**config.mk**
```make
export PLATFORM = sky130hd
export DESIGN_NAME = pipeline_hazard_ctrl
export DESIGN_NICKNAME = d
export VERILOG_FILES = /design/src/rtl/pipeline_hazard_ctrl.sv
export SDC_FILE = /design/constraint.sdc
export NUM_CORES = 1
export LEC_CHECK = 0
export ABC_CLOCK_PERIOD_IN_PS = 2800
export CORE_MARGIN = 2
export CORE_UTILIZATION = 35
export DETAILED_ROUTE_END_ITERATION = 12
export PLACE_DENSITY = 0.66
export RECOVER_POWER = 25
export SYNTH_ARGS = -nofsm -noshare
export SYNTH_HDL_FRONTEND = slang
export SYNTH_SLANG_ARGS = --single-unit
```
**constraint.sdc**
```tcl
create_clock -name clkIn -period 2.8 [get_ports clkIn]
set_input_delay 0.56 -clock clkIn [delete_from_list [all_inputs] [get_ports clkIn]]
set_output_delay 0.56 -clock clkIn [all_outputs]
set_load 0.01 [all_outputs]
```
**src/rtl/pipeline_hazard_ctrl.sv**
```systemverilog
// Stall/flush sequencer for the 5-stage pipeline: load-use bubbles, taken-branch
// flushes, multi-cycle data-memory waits and a sticky trap for a hung memory access.
module pipeline_hazard_ctrl #(
    parameter int MEM_TIMEOUT = 15,
    parameter int REG_AW      = 5
) (
    input  logic              clkIn,
    input  logic              resetn,
    input  logic [REG_AW-1:0] id_rs1,
    input  logic [REG_AW-1:0] id_rs2,
    input  logic              id_use_rs1,
    input  logic              id_use_rs2,
    input  logic [REG_AW-1:0] ex_rd,
    input  logic              ex_mem_read,
    input  logic              ex_branch_taken,
    input  logic              mem_req,
    input  logic              mem_ack,
    output logic              pc_en,
    output logic              ifid_en,
    output logic              idex_en,
    output logic              exmem_en,
    output logic              memwb_en,
    output logic              ifid_flush,
    output logic              idex_flush,
    output logic              memwb_bubble,
    output logic              mem_timeout_err,
    output logic [15:0]       stall_cnt,
    output logic [1:0]        state_dbg
);

    localparam int WCW = $clog2(MEM_TIMEOUT + 1);
    // Last MEM_WAIT cycle count before the access is declared hung.
    localparam logic [WCW-1:0] WAIT_LAST = WCW'(MEM_TIMEOUT - 1);

    typedef enum logic [1:0] {
        RUN      = 2'd0,
        MEM_WAIT = 2'd1,
        ERR      = 2'd2
    } state_t;

    state_t         state, state_nx;
    logic [WCW-1:0] wait_cnt, wait_nx;
    logic           load_use;

    // Outputs of the no-memory-stall rules (branch, load-use, normal).
    logic [7:0]     run_out;
    logic [7:0]     sel_out;

    localparam logic [7:0] OUT_NORMAL = 8'b11111_000;
    localparam logic [7:0] OUT_BRANCH = 8'b11111_110;
    localparam logic [7:0] OUT_LDUSE  = 8'b00111_010;
    localparam logic [7:0] OUT_MSTALL = 8'b00001_001;

    assign load_use = ex_mem_read && (ex_rd != '0) &&
                      ((id_use_rs1 && (id_rs1 == ex_rd)) ||
                       (id_use_rs2 && (id_rs2 == ex_rd)));

    always_comb begin
        run_out = OUT_NORMAL;
        if (ex_branch_taken)
            run_out = OUT_BRANCH;
        else if (load_use)
            run_out = OUT_LDUSE;
    end

    always_comb begin
        sel_out  = 8'b0;
        state_nx = state;
        wait_nx  = wait_cnt;
        case (state)
            RUN: begin
                if (mem_req && !mem_ack) begin
                    sel_out  = OUT_MSTALL;
                    state_nx = (MEM_TIMEOUT == 1) ? ERR : MEM_WAIT;
                    wait_nx  = WCW'(1);
                end else begin
                    sel_out = run_out;
                end
            end
            MEM_WAIT: begin
                if (!mem_ack) begin
                    sel_out = OUT_MSTALL;
                    wait_nx = wait_cnt + WCW'(1);
                    if (wait_cnt >= WAIT_LAST)
                        state_nx = ERR;
                end else begin
                    sel_out  = run_out;
                    state_nx = RUN;
                    wait_nx  = '0;
                end
            end
            default: begin
                sel_out = 8'b0;
            end
        endcase
    end

    // Reset forces every enable low immediately, independent of the clock.
    always_comb begin
        if (!resetn) begin
            {pc_en, ifid_en, idex_en, exmem_en, memwb_en,
             ifid_flush, idex_flush, memwb_bubble} = 8'b0;
            mem_timeout_err = 1'b0;
        end else begin
            {pc_en, ifid_en, idex_en, exmem_en, memwb_en,
             ifid_flush, idex_flush, memwb_bubble} = sel_out;
            mem_timeout_err = (state == ERR);
        end
    end

    always_ff @(posedge clkIn or negedge resetn) begin
        if (!resetn) begin
            state     <= RUN;
            wait_cnt  <= '0;
            stall_cnt <= 16'd0;
        end else begin
            state    <= state_nx;
            wait_cnt <= wait_nx;
            if ((state != ERR) && !pc_en && (stall_cnt != 16'hFFFF))
                stall_cnt <= stall_cnt + 16'd1;
        end
    end

    assign state_dbg = state;

endmodule

```
## Word-level counts from Yosys, hierarchy flattened

Index checks and enable logic that the tools add are counted.

| storage, ports and cells | value |
|---|---|
| flip-flop bits (word level) | 22 |
| input port bits | 23 |
| output and inout port bits | 27 |
| logic and storage cells | 50 |

| cells by class | value |
|---|---|
| $add $sub $neg | 2 |
| magnitude comparators | 1 |
| eq/ne operators | 8 |
| multiplexer cells | 21 |
| reductions and logical operators | 15 |

Operator list:

| operator | number |
|---|---|
| $mux W8 | 4 |
| $add A16 B1 Y16 const B | 1 |
| $ne A16 B16 Y1 const B | 1 |
| $pmux W8 S2 | 1 |
| $eq A5 B5 Y1 | 2 |
| $mux W1 | 9 |
| $mux W4 | 2 |
| $pmux W4 S2 | 1 |
| $logic_and A1 B1 Y1 | 7 |
| $mux W2 | 3 |
| $reduce_bool A5 Y1 | 1 |
| $add A4 B1 Y4 const B | 1 |
| $ge A4 B4 Y1 const B | 1 |
| $ne A2 B2 Y1 const B | 2 |
| $pmux W2 S2 | 1 |
| $ne A3 B3 Y1 const B | 1 |
| $reduce_and A3 Y1 | 1 |
| $eq A2 B1 Y1 const B | 1 |
| $eq A2 B2 Y1 const B | 1 |
| $logic_not A1 Y1 | 2 |
| $logic_not A2 Y1 | 1 |
| $reduce_and A2 Y1 | 1 |
| $reduce_bool A2 Y1 | 1 |
| $logic_or A1 B1 Y1 | 1 |

## Logic depth before layout (Yosys ltp)

Gate-level depths: netlist of the first run.

| logic depth | value |
|---|---|
| word-level depth | 12 |
| gate-level depth with buffers | 8 |
| gate-level depth less buffers | 6 |

## Worst setup path before layout of the first run

No wires, ideal clock.

| path | value |
|---|---|
| path kind | input-to-output |
| start point | input ex_rd[1] |
| end point | output pc_en |
| arrival | 1.660 ns |
| data required time | 2.240 ns |
| setup slack | 0.580 ns |
| stages | 5 |
| buffers on the path | 1 |
| cells stage by stage | or4_1 > o21ai_2 > nand2b_1 > o21a_1 > buf_4 |

| on the way | value |
|---|---|
| longest elaborated chain between the ends | 9 |
| elaborated cells on any way between the ends | 14 |
| those cells by class | eq/ne: 2; mux: 6; reduce/logical: 6 |

RTL lines:

| what | RTL line | text |
|---|---|---|
| from (decl) | 13 | `input logic [REG_AW-1:0] ex_rd,` |
| $eq A5 B5 Y1, on equally long branches | 55, 56 |  |
| $logic_and A1 B1 Y1, on equally long branches | 55, 56 |  |
| $logic_or A1 B1 Y1 | 55 | `((id_use_rs1 && (id_rs1 == ex_rd)) \|\|` |
| $logic_and A1 B1 Y1 (*) | 54 | `assign load_use = ex_mem_read && (ex_rd != '0) &&` |
| $mux W8 (*) | 62 | `else if (load_use)` |
| $mux W8 (*) | 60 | `if (ex_branch_taken)` |
| $mux W8, on equally long branches | 81, 72 |  |
| $pmux W8 S2 (*) | 70 | `case (state)` |
| $mux W1 (*) | 100 | `if (!resetn) begin` |
| to (decl) | 18 | `output logic pc_en,` |

Mark *: on every way between the ends. The rest lies on a longest branch, timed or not.

## Worst setup path after layout of the first run

Same ends and word-level chain as after synthesis.

==> results of run 1 <==
[flip-flops by register name, indices dropped and copies added, names as in the netlist]
| register | cells |
|---|---|
| state_dbg | 2 |
| stall_cnt | 16 |
| wait_cnt | 4 |
[power by group through the flow]
stage          combinational (uW)  clock, uW  sequential, uW
4_1_cts                       507        229             534
2_1_floorplan                 196          0             557
3_5_place_dp                  505          0             539
5_1_grt                       542        249             554
6_report                      500        224             533
3_3_place_gp                  492          0             530
[cells in the mapped netlist, types with 2 or more instances]
cell	number	area, um2
a21oi_1	3	15.0
and3_1	4	25.0
buf_4	2	15.0
clkbuf_1	2	7.51
dfrtp_1	22	551
ha_1	3	37.5
inv_1	5	18.8
mux2_4	2	30.0
nand2_1	13	48.8
nand3_1	8	40.0
nand4_1	4	25.0
nor2_1	4	15.0
nor3_1	8	40.0
nor3b_1	2	15.0
nor4_1	2	12.5
nor4_2	2	25.0
o21ai_0	4	20.0
o22ai_1	2	12.5
o31ai_1	2	15.0
xnor2_1	10	87.6
xor2_1	14	123
[per-layer routing]
layer	vias to the layer above	wire (um)
met1	575	1480
met4	0	78
met5	-	0
met2	26	1670
li1	604	-
met3	8	89
[stage by stage]
| stage | total power, uW | worst slack, ns | std cells | hold slack (ns) | utilization |
|---|---|---|---|---|---|
| floorplan | 753 | 0.580 | 138 | 0.264 | - |
| global placement | 1020 | -0.242 | 243 | 0.474 | 0.532 |
| detailed placement | 1040 | -0.283 | 243 | 0.496 | 0.532 |
| CTS | 1270 | -0.0143 | 247 | 0.509 | 0.547 |
| global route | 1340 | 0.0203 | 247 | 0.525 | 0.544 |
| finish | 1260 | 0.0991 | 247 | 0.503 | 0.544 |
[cell families after synthesis]
group           share of synthesized area
compound gates                      0.109
xor+xnor                            0.156
mux                                0.0298
fa+ha+maj                          0.0279
simple gates                        0.225
flops                               0.409
buf+inv                            0.0428
[worst max-delay path: stages]
cell and delay, ns:
clkdlybuf4s50_1 0.48, or4_4 0.56, o21ai_2 0.14, nand2b_1 0.13, o21a_1 0.13, clkbuf_2 0.13
[path summary, 6_finish.rpt]
path,startpoint,to,slack (ns),cells after the start
worst max-delay path,ex_rd[1],pc_en,0.1,6
worst min-delay path,stall_cnt[15],stall_cnt[15],0.50,1
min in group asynchronous,resetn,stall_cnt[15],0.67,2
max in group asynchronous,resetn,stall_cnt[7],1.39,2
worst min register to register,stall_cnt[15],stall_cnt[15],0.50,1
worst max register to register,stall_cnt[0],stall_cnt[1],0.66,6
[cell type report]
cell class              count  area share
clock buffers               4      0.0274
inverters                   5     0.00935
repair buffers             63       0.287
flip-flops and latches     22       0.274
well taps                  48      0.0299
multi-input cells         105       0.372
[repair_timing]
item | in CTS | in global routing
pin swaps | 0 | 1
gates resized for setup | 4 | 7
endpoints found under the setup margin | 3 | 3
==> run_results.csv, run 1 <==
group,metric,value,unit
run_status,outcome,"finished, final reports clean",
timing,slew_viol_final,0,
setup_path,critical_path_arrival,2.14,ns
power_and_ir_drop,clkPwrFrac,0.178,
finish,seq_area,551,um2
power_and_ir_drop,power_density,626,nW/um2
placed_design,place_hpwl,2.68,mm
yosys,synthCells,138,
power_and_ir_drop,cellLeakagePower,0.000842,uW
setup_path,cp-end-kind,"output pin",
timing,clock_skew,0.00665,ns
floorplanning,pin_count,50,
timing,setup_violations,0,
power_and_ir_drop,switching_power,421,uW
floorplanning,die_w,66.0,um
timing,worst_pin_slew,0.797,ns
timing,clock.fmax,370,MHz
floorplanning,start_util,0.365,
timing,period_share,0.965,
global_routing,grt_pass1_vias,1236,
yosys,synth_nets,164,
cts,path_clk_slew,0.08,ns
global_routing,antenna_found_initial,0,
global_routing,grt_max_degree,16,
finish,nNetsFinal,226,
power_and_ir_drop,pwr-share-comb,0.398,
drt,via_per_inst,4.91,
cts,clock-root-buffer,"clkbuf_8",
cts,cts_max_level,1,
floorplanning,core-area,3690,um2
drt,wire_per_inst,13.4,um
timing,slew-limit-headroom,0.469,
finish,area_growth,49.3,%
yosys,ys_seq_elements,22,
cts,cts-buffers-inserted,3,
finish,multiInputGateArea,747,um2
worst_hold_path,hold_class,"reg -> reg",
finish,diodes,0,
yosys,synth_edf_count,0,
cts,ctsHoldBuffers,0,
setup_path,crit_required,2.24,ns
drt,drc,0,
cts,cts_sinks,22,
global_routing,met1_usage,0.217,
yosys,dominantRegCellSynth,"dfrtp_1",
cts,clk_latency,0.26,ns
power_and_ir_drop,internal_power,836,uW
timing,hold_viol_final,0,
finish,design_area,2010,um2
drt,initialDrtViolationCount,50,
cts,post_cts_buffers,0,
drt,num_vias,1213,
yosys,avgSynthCellArea,9.75,um2
yosys,ys_types,41,
run,max_cap_violations,0,
yosys,async_flop_share,1.00,
floorplanning,dieArea,4350,um2
placed_design,port_buffers,49,
setup_path,worstPathMaxFanout,3,
placed_design,place_area,1960,um2
power_and_ir_drop,seqPwrFrac,0.424,
yosys,ys_seq_area_frac,0.409,
global_routing,grt_util_met3,0.0221,
power_and_ir_drop,sw_frac_of_total,0.335,
global_routing,busiest_layer,"met2",
global_routing,overflow,0,
placed_design,gp_congestion,0.898,
cts,clock_path_buffers,2,
setup_path,path_class,"in -> out",
timing,rsz0062_at_grt,"false",
cts,tritoncts,"built",
floorplanning,die_y,66.0,um
floorplanning,rows,22,
yosys,synth.cell_area,1350,um2
timing,tns,0,ns
drt,drt.antenna.violating_nets,0,
finish,final_cell_mix,"46 x clkdlybuf4s50_1, 22 x dfrtp_1, 14 x xor2_1, 13 x nand2_1, 13 x buf_4",
finish,final_common_cell,"clkdlybuf4s50_1",
power_and_ir_drop,peakVddDrop,0.000462,V
global_routing,grt_pass1_wl,5.53,mm
timing,min_period,2.70,ns
drt,drt_wl_total,3.32,mm
yosys,yosysWarnings,0,
drt,drt_first_pass_iters,4,
setup_path,worst_setup_path_start_kind,"input port",
finish,drive_gt1_frac,0.156,
global_routing,met2_usage,0.278,
finish,fillCellCount,348,
global_routing,grt_usage,0.165,
Note: power is estimated with default switching activity, not from simulation.
==> run 2, diff against run 1 <==
- CAP_MARGIN: unset -> 5
- CTS_BUF_LIST: unset -> sky130_fd_sc_hd__clkbuf_16
- SLEW_MARGIN: unset -> 20
==> run_results.csv, run 2 (same netlist as run 1, synthesis figures left out) <==
group,metric,value,unit
global_routing,grt_usage,0.169,
cts,cts-buffers-inserted,3,
timing,tns,0,ns
cts,ctsHoldBuffers,0,
worst_hold_path,whs_endpoint,"stall_cnt[15]",
drt,drt_first_pass_iters,4,
worst_hold_path,hold_depth,1,
global_routing,antenna_found_initial,0,
cts,tritoncts,"built",
drt,via_per_inst,4.91,
drt,drt.antenna.violating_nets,0,
placed_design,gp_congestion,0.898,
placed_design,place_ws,-0.283,ns
cts,cts_sinks,22,
run,max_cap_violations,0,
finish,final_cell_mix,"46 x clkdlybuf4s50_1, 22 x dfrtp_1, 14 x xor2_1, 13 x nand2_1, 13 x buf_4",
finish,seq_area,551,um2
worst_hold_path,min_from,"stall_cnt[15]",
drt,initialDrtViolationCount,55,
global_routing,grt_max_degree,16,
worst_hold_path,hold_class,"reg -> reg",
floorplanning,pin_count,50,
finish,utilization,0.551,
placed_design,place_hpwl,2.68,mm
timing,hold_viol_final,0,
power_and_ir_drop,power_density,659,nW/um2
setup_path,reg2reg_from,"stall_cnt[0]",
cts,path_clk_slew,0.06,ns
drt,drt_wl_total,3.42,mm
timing,slew_viol_final,0,
power_and_ir_drop,power,1340,uW
floorplanning,die_y,66.0,um
cts,cts_max_level,1,
timing,setup_violations,0,
timing,period_share,0.965,
placed_design,place_area,1960,um2
timing,slew-limit-headroom,0.463,
drt,wl_met3,91,um
cts,clock-root-buffer,"clkbuf_16",
setup_path,critical_path_arrival,2.14,ns
finish,multiInputGateArea,747,um2
setup_path,cp-end-kind,"output pin",
setup_path,path_class,"in -> out",
floorplanning,rows,22,
setup_path,crit_required,2.24,ns
floorplanning,start_util,0.365,
timing,rsz0062_at_grt,"false",
timing,clock_skew,0.00524,ns
global_routing,grt_pass1_wl,5.61,mm
drt,wire_per_inst,13.8,um
drt,drc,0,
timing,worst_pin_slew,0.806,ns
floorplanning,die_w,66.0,um
setup_path,worst_setup_path_start_kind,"input port",
setup_path,rr_endpoint,"stall_cnt[1]",
cts,clock_path_buffers,2,
floorplanning,core-area,3690,um2
drt,wl_met1,1.53,mm
drt,num_vias,1212,
power_and_ir_drop,cellLeakagePower,0.000852,uW
finish,top_register,"stall_cnt",
finish,drive_gt1_frac,0.151,
global_routing,grt_pass1_vias,1234,
power_and_ir_drop,peakVddDrop,0.000452,V
drt,wl_met2,1.74,mm
placed_design,port_buffers,49,
global_routing,overflow,0,
setup_path,worstPathMaxFanout,3,
timing,min_period,2.70,ns
finish,final_common_cell,"clkdlybuf4s50_1",
floorplanning,dieArea,4350,um2
drt,maxUsedRoutingLayer,"met4",
setup_path,reg2reg_slack,0.65,ns
finish,fillCellCount,340,
finish,largest_reg_flops,16,
cts,clk_latency,0.25,ns
finish,design_area,2030,um2
finish,area_growth,51.1,%
finish,nNetsFinal,226,
finish,diodes,0,
run_status,outcome,"finished, final reports clean",
timing,clock.fmax,370,MHz
timing,layout_setup_ws,0.0991,ns
setup_path,r2r_cells,6,
run 2: changes by cell type in the layout (fill, tap and decap cells not counted):
cell	before	now
clkbuf_8	4	0
clkbuf_16	0	3
clkinv_1	0	1
run 2: per-layer routing:
metal  global-route usage  vias up
met1                0.220      572
met2                0.288       26
li1                     -      608
met3               0.0221        6
met4               0.0612        0
met5                    0        -
run 2: layout make-up:
class / count / area share
Clock inverter: 1 / 0.00185
Sequential cell: 22 / 0.271
Multi-Input combinational cell: 105 / 0.368
Clock buffer: 3 / 0.0369
Timing Repair Buffer: 63 / 0.284
Tap cell: 48 / 0.0296
Inverter: 5 / 0.00924
run 2: power by group:
part	internal [uW]	switching [uW]	leakage (uW)	total, uW
clock network	190	108	0.0000385	298
registers	412	126	0.000266	538
logic	299	203	0.000548	502
run 2: timing repair:
item,CTS,global route
resized for setup,4,7
gates cloned,0,0
pin swaps,0,1
endpoints found under the hold margin,0,0
setup endpoints to repair,3,3
buffers inserted,0,0
run 2: worst max-delay path by stage:
stage / from / to / slack [ns] / depth (start not counted)
6_report: ex_rd[1] / pc_en / 0.1 / 6
5_1_grt: ex_rd[2] / idex_flush / 0.02 / 8
4_1_cts: ex_rd[1] / pc_en / -0.01 / 6
3_5_place_dp: ex_rd[1] / pc_en / -0.28 / 6
3_3_place_gp: ex_rd[1] / pc_en / -0.24 / 6
2_1_floorplan: ex_rd[1] / pc_en / 0.58 / 5
run 2: through the flow:
| step | hold slack, ns | instances |
|---|---|---|
| after floorplan | 0.264 | 138 |
| after global placement | 0.474 | 243 |
| after detailed placement | 0.496 | 243 |
| after CTS | 0.506 | 247 |
| after global routing | 0.522 | 247 |
| final | 0.500 | 247 |
run 2: critical path, stage by stage:
cell and delay [ns]:
clkdlybuf4s50_1 0.48, or4_4 0.56, o21ai_2 0.14, nand2b_1 0.13
o21a_1 0.13, clkbuf_2 0.13
==> run 3, diff against run 2 <==
- TNS_END_PERCENT: unset -> 1
==> results of run 3 <==
No change in the layout: final DEF, timing and power equal those of run 2.
